`config.mk`:
```
export PLATFORM = sky130hd
export DESIGN_NAME = branch_resolve_ctrl_flat
export DESIGN_NICKNAME = d
export VERILOG_FILES = /design/src/rtl/branch_resolve_ctrl_pkg.sv /design/src/rtl/branch_resolve_ctrl_if.sv /design/src/rtl/branch_resolve_ctrl_br_wait_counter.sv /design/src/rtl/branch_resolve_ctrl.sv /design/src/flat_wrapper.sv
export SDC_FILE = /design/constraint.sdc
export NUM_CORES = 1
export LEC_CHECK = 0
export BUFFER_PORTS_ARGS = -buffer_cell sky130_fd_sc_hd__buf_2
export CORE_ASPECT_RATIO = 0.5
export CORE_MARGIN = 1
export CORE_UTILIZATION = 45
export CTS_BUF_LIST = sky130_fd_sc_hd__clkbuf_4 sky130_fd_sc_hd__clkbuf_8
export CTS_CLUSTER_SIZE = 16
export DETAILED_ROUTE_END_ITERATION = 7
export GPL_TIMING_DRIVEN = 1
export PLACE_DENSITY = 0.82
export REMOVE_ABC_BUFFERS = 1
export SLEW_MARGIN = 20
export SYNTH_ARGS = -nofsm -noshare
export SYNTH_HDL_FRONTEND = slang
export SYNTH_SLANG_ARGS = --single-unit
```
`constraint.sdc`:
```
create_clock -name clk -period 2.95 [get_ports clk]
set_clock_uncertainty 0.05 [all_clocks]
set_input_delay 0 -clock clk [delete_from_list [all_inputs] [get_ports clk]]
set_output_delay 0 -clock clk [all_outputs]
set_load 0.03 [all_outputs]
```
`src/rtl/branch_resolve_ctrl_pkg.sv`:
```
// Shared definitions for the D-stage branch resolution controller.
// Branch op codes are shared with the branch comparator. State codes are
// fixed so that they read directly in waveforms.
package branch_resolve_ctrl_pkg;

    localparam int unsigned OP_W   = 3;
    localparam int unsigned ADDR_W = 32;
    localparam int unsigned STAT_W = 32;

    typedef enum logic [OP_W-1:0] {
        BR_NONE = 3'd0,
        BR_BEQ  = 3'd1,
        BR_BNE  = 3'd2,
        BR_BLEZ = 3'd3,
        BR_BGTZ = 3'd4,
        BR_BLTZ = 3'd5,
        BR_BGEZ = 3'd6,
        BR_RSVD = 3'd7
    } br_op_e;

    typedef enum logic [1:0] {
        ST_IDLE     = 2'd0,
        ST_EVAL     = 2'd1,
        ST_REDIRECT = 2'd2
    } br_state_e;

    // Two-register compares also need rt forwarded.
    function automatic logic op_uses_rt(input logic [OP_W-1:0] op);
        return (op == BR_BEQ) || (op == BR_BNE);
    endfunction

    function automatic logic op_valid(input logic [OP_W-1:0] op);
        return (op != BR_NONE) && (op != BR_RSVD);
    endfunction

endpackage

```
`src/rtl/branch_resolve_ctrl_if.sv`:
```
// Decode / hazard / comparator / fetch signals seen by the branch controller.
//   master : pipeline side (decode, hazard unit, comparator, fetch)
//   slave  : branch_resolve_ctrl
interface branch_resolve_ctrl_if;
    import branch_resolve_ctrl_pkg::*;

    logic              br_valid;
    logic              br_ready;
    logic [OP_W-1:0]   br_op;
    logic [ADDR_W-1:0] br_target;
    logic [ADDR_W-1:0] br_pc8;
    logic              rs_ready;
    logic              rt_ready;
    logic              cmp_out;
    logic [OP_W-1:0]   cmp_op;
    logic              flush;
    logic              stall_d;
    logic              redirect_valid;
    logic [ADDR_W-1:0] redirect_pc;
    logic              timeout;

    modport master (
        output br_valid, br_op, br_target, br_pc8, rs_ready, rt_ready, cmp_out, flush,
        input  br_ready, cmp_op, stall_d, redirect_valid, redirect_pc, timeout
    );

    modport slave (
        input  br_valid, br_op, br_target, br_pc8, rs_ready, rt_ready, cmp_out, flush,
        output br_ready, cmp_op, stall_d, redirect_valid, redirect_pc, timeout
    );

endinterface

```
`src/rtl/branch_resolve_ctrl_br_wait_counter.sv`:
```
// br_wait_counter: counts EVAL cycles spent waiting for operands.
// Ports: clk, reset (async, active-high), clr (sync clear, wins over inc),
//   inc (count one waiting cycle), tc_c (this increment brings the count
//   to MAX_WAIT, i.e. the wait budget is exhausted this cycle).
// The count saturates at MAX_WAIT.
module br_wait_counter #(
    parameter int unsigned MAX_WAIT = 15,
    parameter int unsigned WAIT_W   = 8
) (
    input  logic clk,
    input  logic reset,
    input  logic clr,
    input  logic inc,
    output logic tc_c
);

    localparam logic [WAIT_W-1:0] MAX_CNT  = WAIT_W'(MAX_WAIT);
    localparam logic [WAIT_W-1:0] LAST_CNT = WAIT_W'(MAX_WAIT - 1);

    logic [WAIT_W-1:0] cnt_q;

    always_ff @(posedge clk or posedge reset) begin
        if (reset) begin
            cnt_q <= '0;
        end else if (clr) begin
            cnt_q <= '0;
        end else if (inc && (cnt_q != MAX_CNT)) begin
            cnt_q <= cnt_q + WAIT_W'(1);
        end
    end

    assign tc_c = inc && (cnt_q == LAST_CNT);

endmodule

```
`src/rtl/branch_resolve_ctrl.sv`:
```
// branch_resolve_ctrl: sequences the D-stage branch comparator.
// Accepts one branch from decode, stalls F/D until operands are forwarded,
// samples the comparator, then issues a one-cycle PC redirect (target if
// taken, PC+8 if not, since the delay slot is already fetched).
// Ports: clk, reset (async, active-high), bus (branch_resolve_ctrl_if.slave).
// Optional: BR_STATS_EN adds saturating stat_taken / stat_not_taken /
//   stat_timeout counters (timeouts count as not-taken and as timeouts).
module branch_resolve_ctrl
    import branch_resolve_ctrl_pkg::*;
#(
    parameter int unsigned MAX_WAIT = 15,
    parameter int unsigned WAIT_W   = 8
) (
    input  logic                  clk,
    input  logic                  reset,
    branch_resolve_ctrl_if.slave  bus
`ifdef BR_STATS_EN
    ,
    output logic [STAT_W-1:0]     stat_taken,
    output logic [STAT_W-1:0]     stat_not_taken,
    output logic [STAT_W-1:0]     stat_timeout
`endif
);

    br_state_e         state_q, state_nxt;
    logic [OP_W-1:0]   op_q, op_nxt;
    logic [ADDR_W-1:0] target_q, target_nxt;
    logic [ADDR_W-1:0] pc8_q, pc8_nxt;
    logic              taken_q, taken_nxt;

    logic              stall_q, stall_nxt;
    logic [OP_W-1:0]   cmp_op_q, cmp_op_nxt;
    logic              redirect_valid_q, redirect_valid_nxt;
    logic [ADDR_W-1:0] redirect_pc_q, redirect_pc_nxt;
    logic              timeout_q, timeout_nxt;

    logic              opnd_ok_c;
    logic              wait_inc_c;
    logic              wait_clr_c;
    logic              wait_tc_c;

    // Invalid ops resolve immediately, so they never spend wait budget.
    assign opnd_ok_c  = bus.rs_ready && (bus.rt_ready || !op_uses_rt(op_q));
    assign wait_inc_c = (state_q == ST_EVAL) && op_valid(op_q) && !opnd_ok_c;
    assign wait_clr_c = bus.flush || (state_q != ST_EVAL);

    br_wait_counter #(
        .MAX_WAIT (MAX_WAIT),
        .WAIT_W   (WAIT_W)
    ) u_wait (
        .clk   (clk),
        .reset (reset),
        .clr   (wait_clr_c),
        .inc   (wait_inc_c),
        .tc_c  (wait_tc_c)
    );

    // Next-state and next-output logic; outputs are registered from the next state.
    always_comb begin
        state_nxt   = state_q;
        op_nxt      = op_q;
        target_nxt  = target_q;
        pc8_nxt     = pc8_q;
        taken_nxt   = taken_q;
        timeout_nxt = 1'b0;

        case (state_q)
            ST_IDLE: begin
                if (bus.br_valid) begin
                    op_nxt     = bus.br_op;
                    target_nxt = bus.br_target;
                    pc8_nxt    = bus.br_pc8;
                    state_nxt  = ST_EVAL;
                end
            end
            ST_EVAL: begin
                if (!op_valid(op_q)) begin
                    taken_nxt = 1'b0;
                    state_nxt = ST_REDIRECT;
                end else if (opnd_ok_c) begin
                    taken_nxt = bus.cmp_out;
                    state_nxt = ST_REDIRECT;
                end else if (wait_tc_c) begin
                    taken_nxt   = 1'b0;
                    timeout_nxt = 1'b1;
                    state_nxt   = ST_REDIRECT;
                end
            end
            ST_REDIRECT: begin
                state_nxt = ST_IDLE;
            end
            default: begin
                state_nxt = ST_IDLE;
            end
        endcase

        // A flush kills whatever is in flight, including a same-cycle accept.
        if (bus.flush) begin
            state_nxt   = ST_IDLE;
            taken_nxt   = 1'b0;
            timeout_nxt = 1'b0;
        end

        stall_nxt          = (state_nxt != ST_IDLE);
        cmp_op_nxt         = (state_nxt == ST_EVAL) ? op_nxt : OP_W'(BR_NONE);
        redirect_valid_nxt = (state_nxt == ST_REDIRECT);
        redirect_pc_nxt    = redirect_valid_nxt ? (taken_nxt ? target_nxt : pc8_nxt) : '0;
    end

    always_ff @(posedge clk or posedge reset) begin
        if (reset) begin
            state_q          <= ST_IDLE;
            op_q             <= '0;
            target_q         <= '0;
            pc8_q            <= '0;
            taken_q          <= 1'b0;
            stall_q          <= 1'b0;
            cmp_op_q         <= '0;
            redirect_valid_q <= 1'b0;
            redirect_pc_q    <= '0;
            timeout_q        <= 1'b0;
        end else begin
            state_q          <= state_nxt;
            op_q             <= op_nxt;
            target_q         <= target_nxt;
            pc8_q            <= pc8_nxt;
            taken_q          <= taken_nxt;
            stall_q          <= stall_nxt;
            cmp_op_q         <= cmp_op_nxt;
            redirect_valid_q <= redirect_valid_nxt;
            redirect_pc_q    <= redirect_pc_nxt;
            timeout_q        <= timeout_nxt;
        end
    end

    assign bus.br_ready       = (state_q == ST_IDLE);
    assign bus.stall_d        = stall_q;
    assign bus.cmp_op         = cmp_op_q;
    assign bus.redirect_valid = redirect_valid_q;
    assign bus.redirect_pc    = redirect_pc_q;
    assign bus.timeout        = timeout_q;

`ifdef BR_STATS_EN
    // Outcome counters, bumped once per issued redirect.
    always_ff @(posedge clk or posedge reset) begin
        if (reset) begin
            stat_taken     <= '0;
            stat_not_taken <= '0;
            stat_timeout   <= '0;
        end else if (redirect_valid_q) begin
            if (taken_q) begin
                if (stat_taken != '1) stat_taken <= stat_taken + STAT_W'(1);
            end else begin
                if (stat_not_taken != '1) stat_not_taken <= stat_not_taken + STAT_W'(1);
            end
            if (timeout_q && (stat_timeout != '1)) begin
                stat_timeout <= stat_timeout + STAT_W'(1);
            end
        end
    end
`endif

endmodule
```
`src/flat_wrapper.sv`:
```
// flat-port wrapper written by rule: the top's interface ports become plain ports
module branch_resolve_ctrl_flat import branch_resolve_ctrl_pkg::*;
#(
    parameter int unsigned MAX_WAIT = 15,
    parameter int unsigned WAIT_W   = 8
)
  (clk, reset, bus_br_valid, bus_br_op, bus_br_target, bus_br_pc8, bus_rs_ready, bus_rt_ready, bus_cmp_out, bus_flush, bus_br_ready, bus_cmp_op, bus_stall_d, bus_redirect_valid, bus_redirect_pc, bus_timeout);
  branch_resolve_ctrl_if bus_i ();
  input  logic clk;
  input  logic reset;
  input wire logic [$bits(bus_i.br_valid)-1:0] bus_br_valid;
  input wire logic [$bits(bus_i.br_op)-1:0] bus_br_op;
  input wire logic [$bits(bus_i.br_target)-1:0] bus_br_target;
  input wire logic [$bits(bus_i.br_pc8)-1:0] bus_br_pc8;
  input wire logic [$bits(bus_i.rs_ready)-1:0] bus_rs_ready;
  input wire logic [$bits(bus_i.rt_ready)-1:0] bus_rt_ready;
  input wire logic [$bits(bus_i.cmp_out)-1:0] bus_cmp_out;
  input wire logic [$bits(bus_i.flush)-1:0] bus_flush;
  output wire logic [$bits(bus_i.br_ready)-1:0] bus_br_ready;
  output wire logic [$bits(bus_i.cmp_op)-1:0] bus_cmp_op;
  output wire logic [$bits(bus_i.stall_d)-1:0] bus_stall_d;
  output wire logic [$bits(bus_i.redirect_valid)-1:0] bus_redirect_valid;
  output wire logic [$bits(bus_i.redirect_pc)-1:0] bus_redirect_pc;
  output wire logic [$bits(bus_i.timeout)-1:0] bus_timeout;
  assign bus_i.br_valid = bus_br_valid;
  assign bus_i.br_op = bus_br_op;
  assign bus_i.br_target = bus_br_target;
  assign bus_i.br_pc8 = bus_br_pc8;
  assign bus_i.rs_ready = bus_rs_ready;
  assign bus_i.rt_ready = bus_rt_ready;
  assign bus_i.cmp_out = bus_cmp_out;
  assign bus_i.flush = bus_flush;
  assign bus_br_ready = bus_i.br_ready;
  assign bus_cmp_op = bus_i.cmp_op;
  assign bus_stall_d = bus_i.stall_d;
  assign bus_redirect_valid = bus_i.redirect_valid;
  assign bus_redirect_pc = bus_i.redirect_pc;
  assign bus_timeout = bus_i.timeout;
  branch_resolve_ctrl #(.MAX_WAIT(MAX_WAIT), .WAIT_W(WAIT_W)) u_core (.clk(clk), .reset(reset), .bus(bus_i));
endmodule
```
==> results.sh <==
export IMPL_p_leak_nw=3.525
export IMPL_worst_path_buf_inv=0
export IMPL_crit_family="compound AO/OA/AOI/OAI gates"
export IMPL_drt_pass1_iterations=4
export IMPL_root_buffer="clkbuf_8"
export IMPL_synth_top_cell_area_share=0.5937
export IMPL_vias=3633
export IMPL_ctsResizeCount=0
export IMPL_ios=113
export IMPL_critical_path_startpoint="u_core.op_q[1]"
export IMPL_htreeDepth=4
export IMPL_core_area_sq_mm=0.01038
export IMPL_grt_pass1_vias=3821
export IMPL_min_from="bus_rt_ready"
export IMPL_ys_ff_latch=116
export IMPL_worstPathCellList="xnor2_1, o31ai_4, a31oi_4, nand2_4, o211a_1"
export IMPL_cts_tree="done"
export IMPL_async_flop_share=1.000
export IMPL_synth_simple_gate_area_frac=0.05681
export IMPL_max_freq_mhz=358.4
export IMPL_areaGrowthSynthToFinish_pct=37.03
export IMPL_antenna_found_initial=0
export IMPL_grt_setup_unrepaired="false"
export IMPL_wl_um=12770
export IMPL_overflow=0
export IMPL_multi_input_area_sq_mm=0.001802
export IMPL_synth_edf_count=0
export IMPL_hold_buffers=69
export IMPL_synthMuxAreaShare=0.1543
export IMPL_post_cts_buffers=0
export IMPL_synth_area_leaders="dfrtp_1 59%, mux2_2 14%, o211a_1 6.6%"
export IMPL_drt_iter0_drc=213
export IMPL_fillers=671
export IMPL_drc=0
export IMPL_crit_arrival_ns=3.06
export IMPL_grt_pass1_wl_um=19590
export IMPL_design_die_area_sq_mm=0.01131
export IMPL_synth_top_family_by_area="multiplexers"
export IMPL_worst_pin_slew_ns=1.045
export IMPL_hold_viol=0
export IMPL_synth_fa_ha_area_frac=0.005118
export IMPL_diodes=0
export IMPL_row_count=26
export IMPL_die_h_um=75.71
export IMPL_max_clock_path_buffers=2
export IMPL_ys_warn_count=0
export IMPL_nNetsFinal=599
export IMPL_period_needed_ns=2.791
export IMPL_synth_xor_area_frac=0.01433
export IMPL_yosysSeqAreaShare=0.5937
export IMPL_ir_drop_uv=321.1
export IMPL_synthFlopType="dfrtp_1"
export IMPL_relSlewSlack=0.3035
export IMPL_synth_cell_types=45
export IMPL_cap_violations=0
export IMPL_cp_start_kind="flop"
export IMPL_clk_pin_slew_ns=0.08
export IMPL_r2r_start="u_core.op_q[1]"
export IMPL_initial_utilization=0.4712
export IMPL_yosys_area_top_type="dfrtp_1"
export IMPL_clk_latency_ns=0.44
export IMPL_fin_util=0.6456
export IMPL_power_density_mw_per_mm2=662.9
export IMPL_setup_slack_ns=0.1594
export IMPL_hold_class="primary input to flop"
export IMPL_critical_path_class="flop to flop"
export IMPL_detailedPlace_worstSlack_ns=0.2143
export IMPL_setup_viol=0
export IMPL_cp_required_ns=3.22
export IMPL_crit_path_end_kind="flop"
export IMPL_critPathSlowestCell="a31oi_4"
export IMPL_syn_area_sq_mm=0.004890
export IMPL_status="finished clean"
export IMPL_maxSlewViolCount=0
export IMPL_cpPeakStageDelay_ns=0.83
export IMPL_portBuffers=112
export IMPL_gp_congestion=0.8583
export IMPL_grt_max_degree=66
export IMPL_cts_made_buffers=17
export IMPL_synth_compound_area_share=0.1359
export IMPL_grtUsageTotal=0.2370
export IMPL_whs_ns=0.03406
export IMPL_fin_crit_sh=0.9460
export IMPL_die_x_um=149.4
export IMPL_syn_avg_cell_area_sq_um=14.34
export IMPL_drive_gt1_frac=0.4198
export IMPL_dp_hpwl_um=6602
export IMPL_crit_fanout=33
export IMPL_viasPerCell=5.374
export IMPL_wl_per_cell_um=18.89
export IMPL_syn_inst=341
export IMPL_cts_sinks=116
export IMPL_register_area_sq_mm=0.002903
export IMPL_fin_setup_tns_ns=0
export IMPL_ant_nets=0
-- cells in the mapped netlist, types with 3 or more instances --
master   count
a21o_1      32
and3_1       4
buf_2       11
buf_6        9
dfrtp_1    116
inv_1        5
mux2_1       5
mux2_2      62
nand2_1      3
nand3_1      4
nand4_1      4
nor2_1       9
nor2b_1      3
o211a_1     32
xnor2_1      4
xor2_1       4
-- worst paths after layout --
| kind | to | cells past startpoint | slack (ns) |
|---|---|---|---|
| worst max-delay path | u_core.bus.redirect_pc[0] | 5 | 0.16 |
| worst max register to register | u_core.bus.redirect_pc[0] | 5 | 0.16 |
| worst min-delay path | u_core.bus.timeout | 3 | 0.03 |
| worst min register to register | u_core.target_q[6] | 1 | 0.45 |
| max in group asynchronous | u_core.pc8_q[24] | 4 | 1.94 |
| min in group asynchronous | u_core.target_q[13] | 3 | 0.16 |
-- layout by cell type (no fill, tap or decap), types with 5 or more instances in the layout --
master / instances
dfrtp_1: 116
buf_2: 112
dlygate4sd3_1: 69
mux2_2: 62
a21o_1: 32
o211a_1: 32
clkbuf_8: 18
nor2_1: 9
mux2_1: 5
clkinv_4: 5
bufinv_16: 5
-- report_power, final --
part / leakage [nW] / internal (mW) / switching [mW]
combinational: 1.83 / 0.385 / 0.436
sequential: 1.46 / 1.79 / 0.0749
clock: 0.234 / 1.04 / 0.713
total: 3.53 / 3.22 / 1.22
-- cell type report --
| cell class | count | share of cell area |
|---|---|---|
| sequential | 116 | 0.4332 |
| multi-input combinational | 196 | 0.2689 |
| inverter | 8 | 0.005602 |
| timing repair buffer | 184 | 0.1957 |
| clock inverter | 14 | 0.03343 |
| clock buffer | 18 | 0.03697 |
| tap | 140 | 0.02614 |
-- tightest hold or removal path: stages --
cell    delay, ns
buf_2        0.13
o31a_1       0.26
nor4_1       0.09
-- routing by layer --
metal	wire length, um	global-route usage	vias to the layer above
met5	0	0	-
met3	662	0.06527	46
met4	488	0.1463	0
li1	-	-	1605
met1	5190	0.2750	1841
met2	6429	0.4053	141
-- sequential cells by signal, summed over array words and instances, names as in the netlist, 2 cells and up --
name and count:
u_core.state_q 2, u_core.bus.cmp_op 3, u_core.op_q 3, u_core.target_q 32, u_core.pc8_q 32, u_core.bus.redirect_pc 32, u_core.u_wait.cnt_q 8
-- logic make-up after synthesis --
group	Yosys count
muxes	67
buffers and inverters	29
AOI/OAI and AO/OA	75
adders and majority gates	2
DFF	116
xor gates and xnor gates	8
and+or+nand+nor	44
-- stage by stage --
step	power, mW	cells	cell area (sq um)
after floorplan	2.385	320	4730
after global placement	2.574	575	5538
after detailed placement	2.601	575	5538
after CTS	4.394	676	6700
after global routing	4.614	676	6700
final	4.442	676	6700
(Power assumes the default switching activity.)
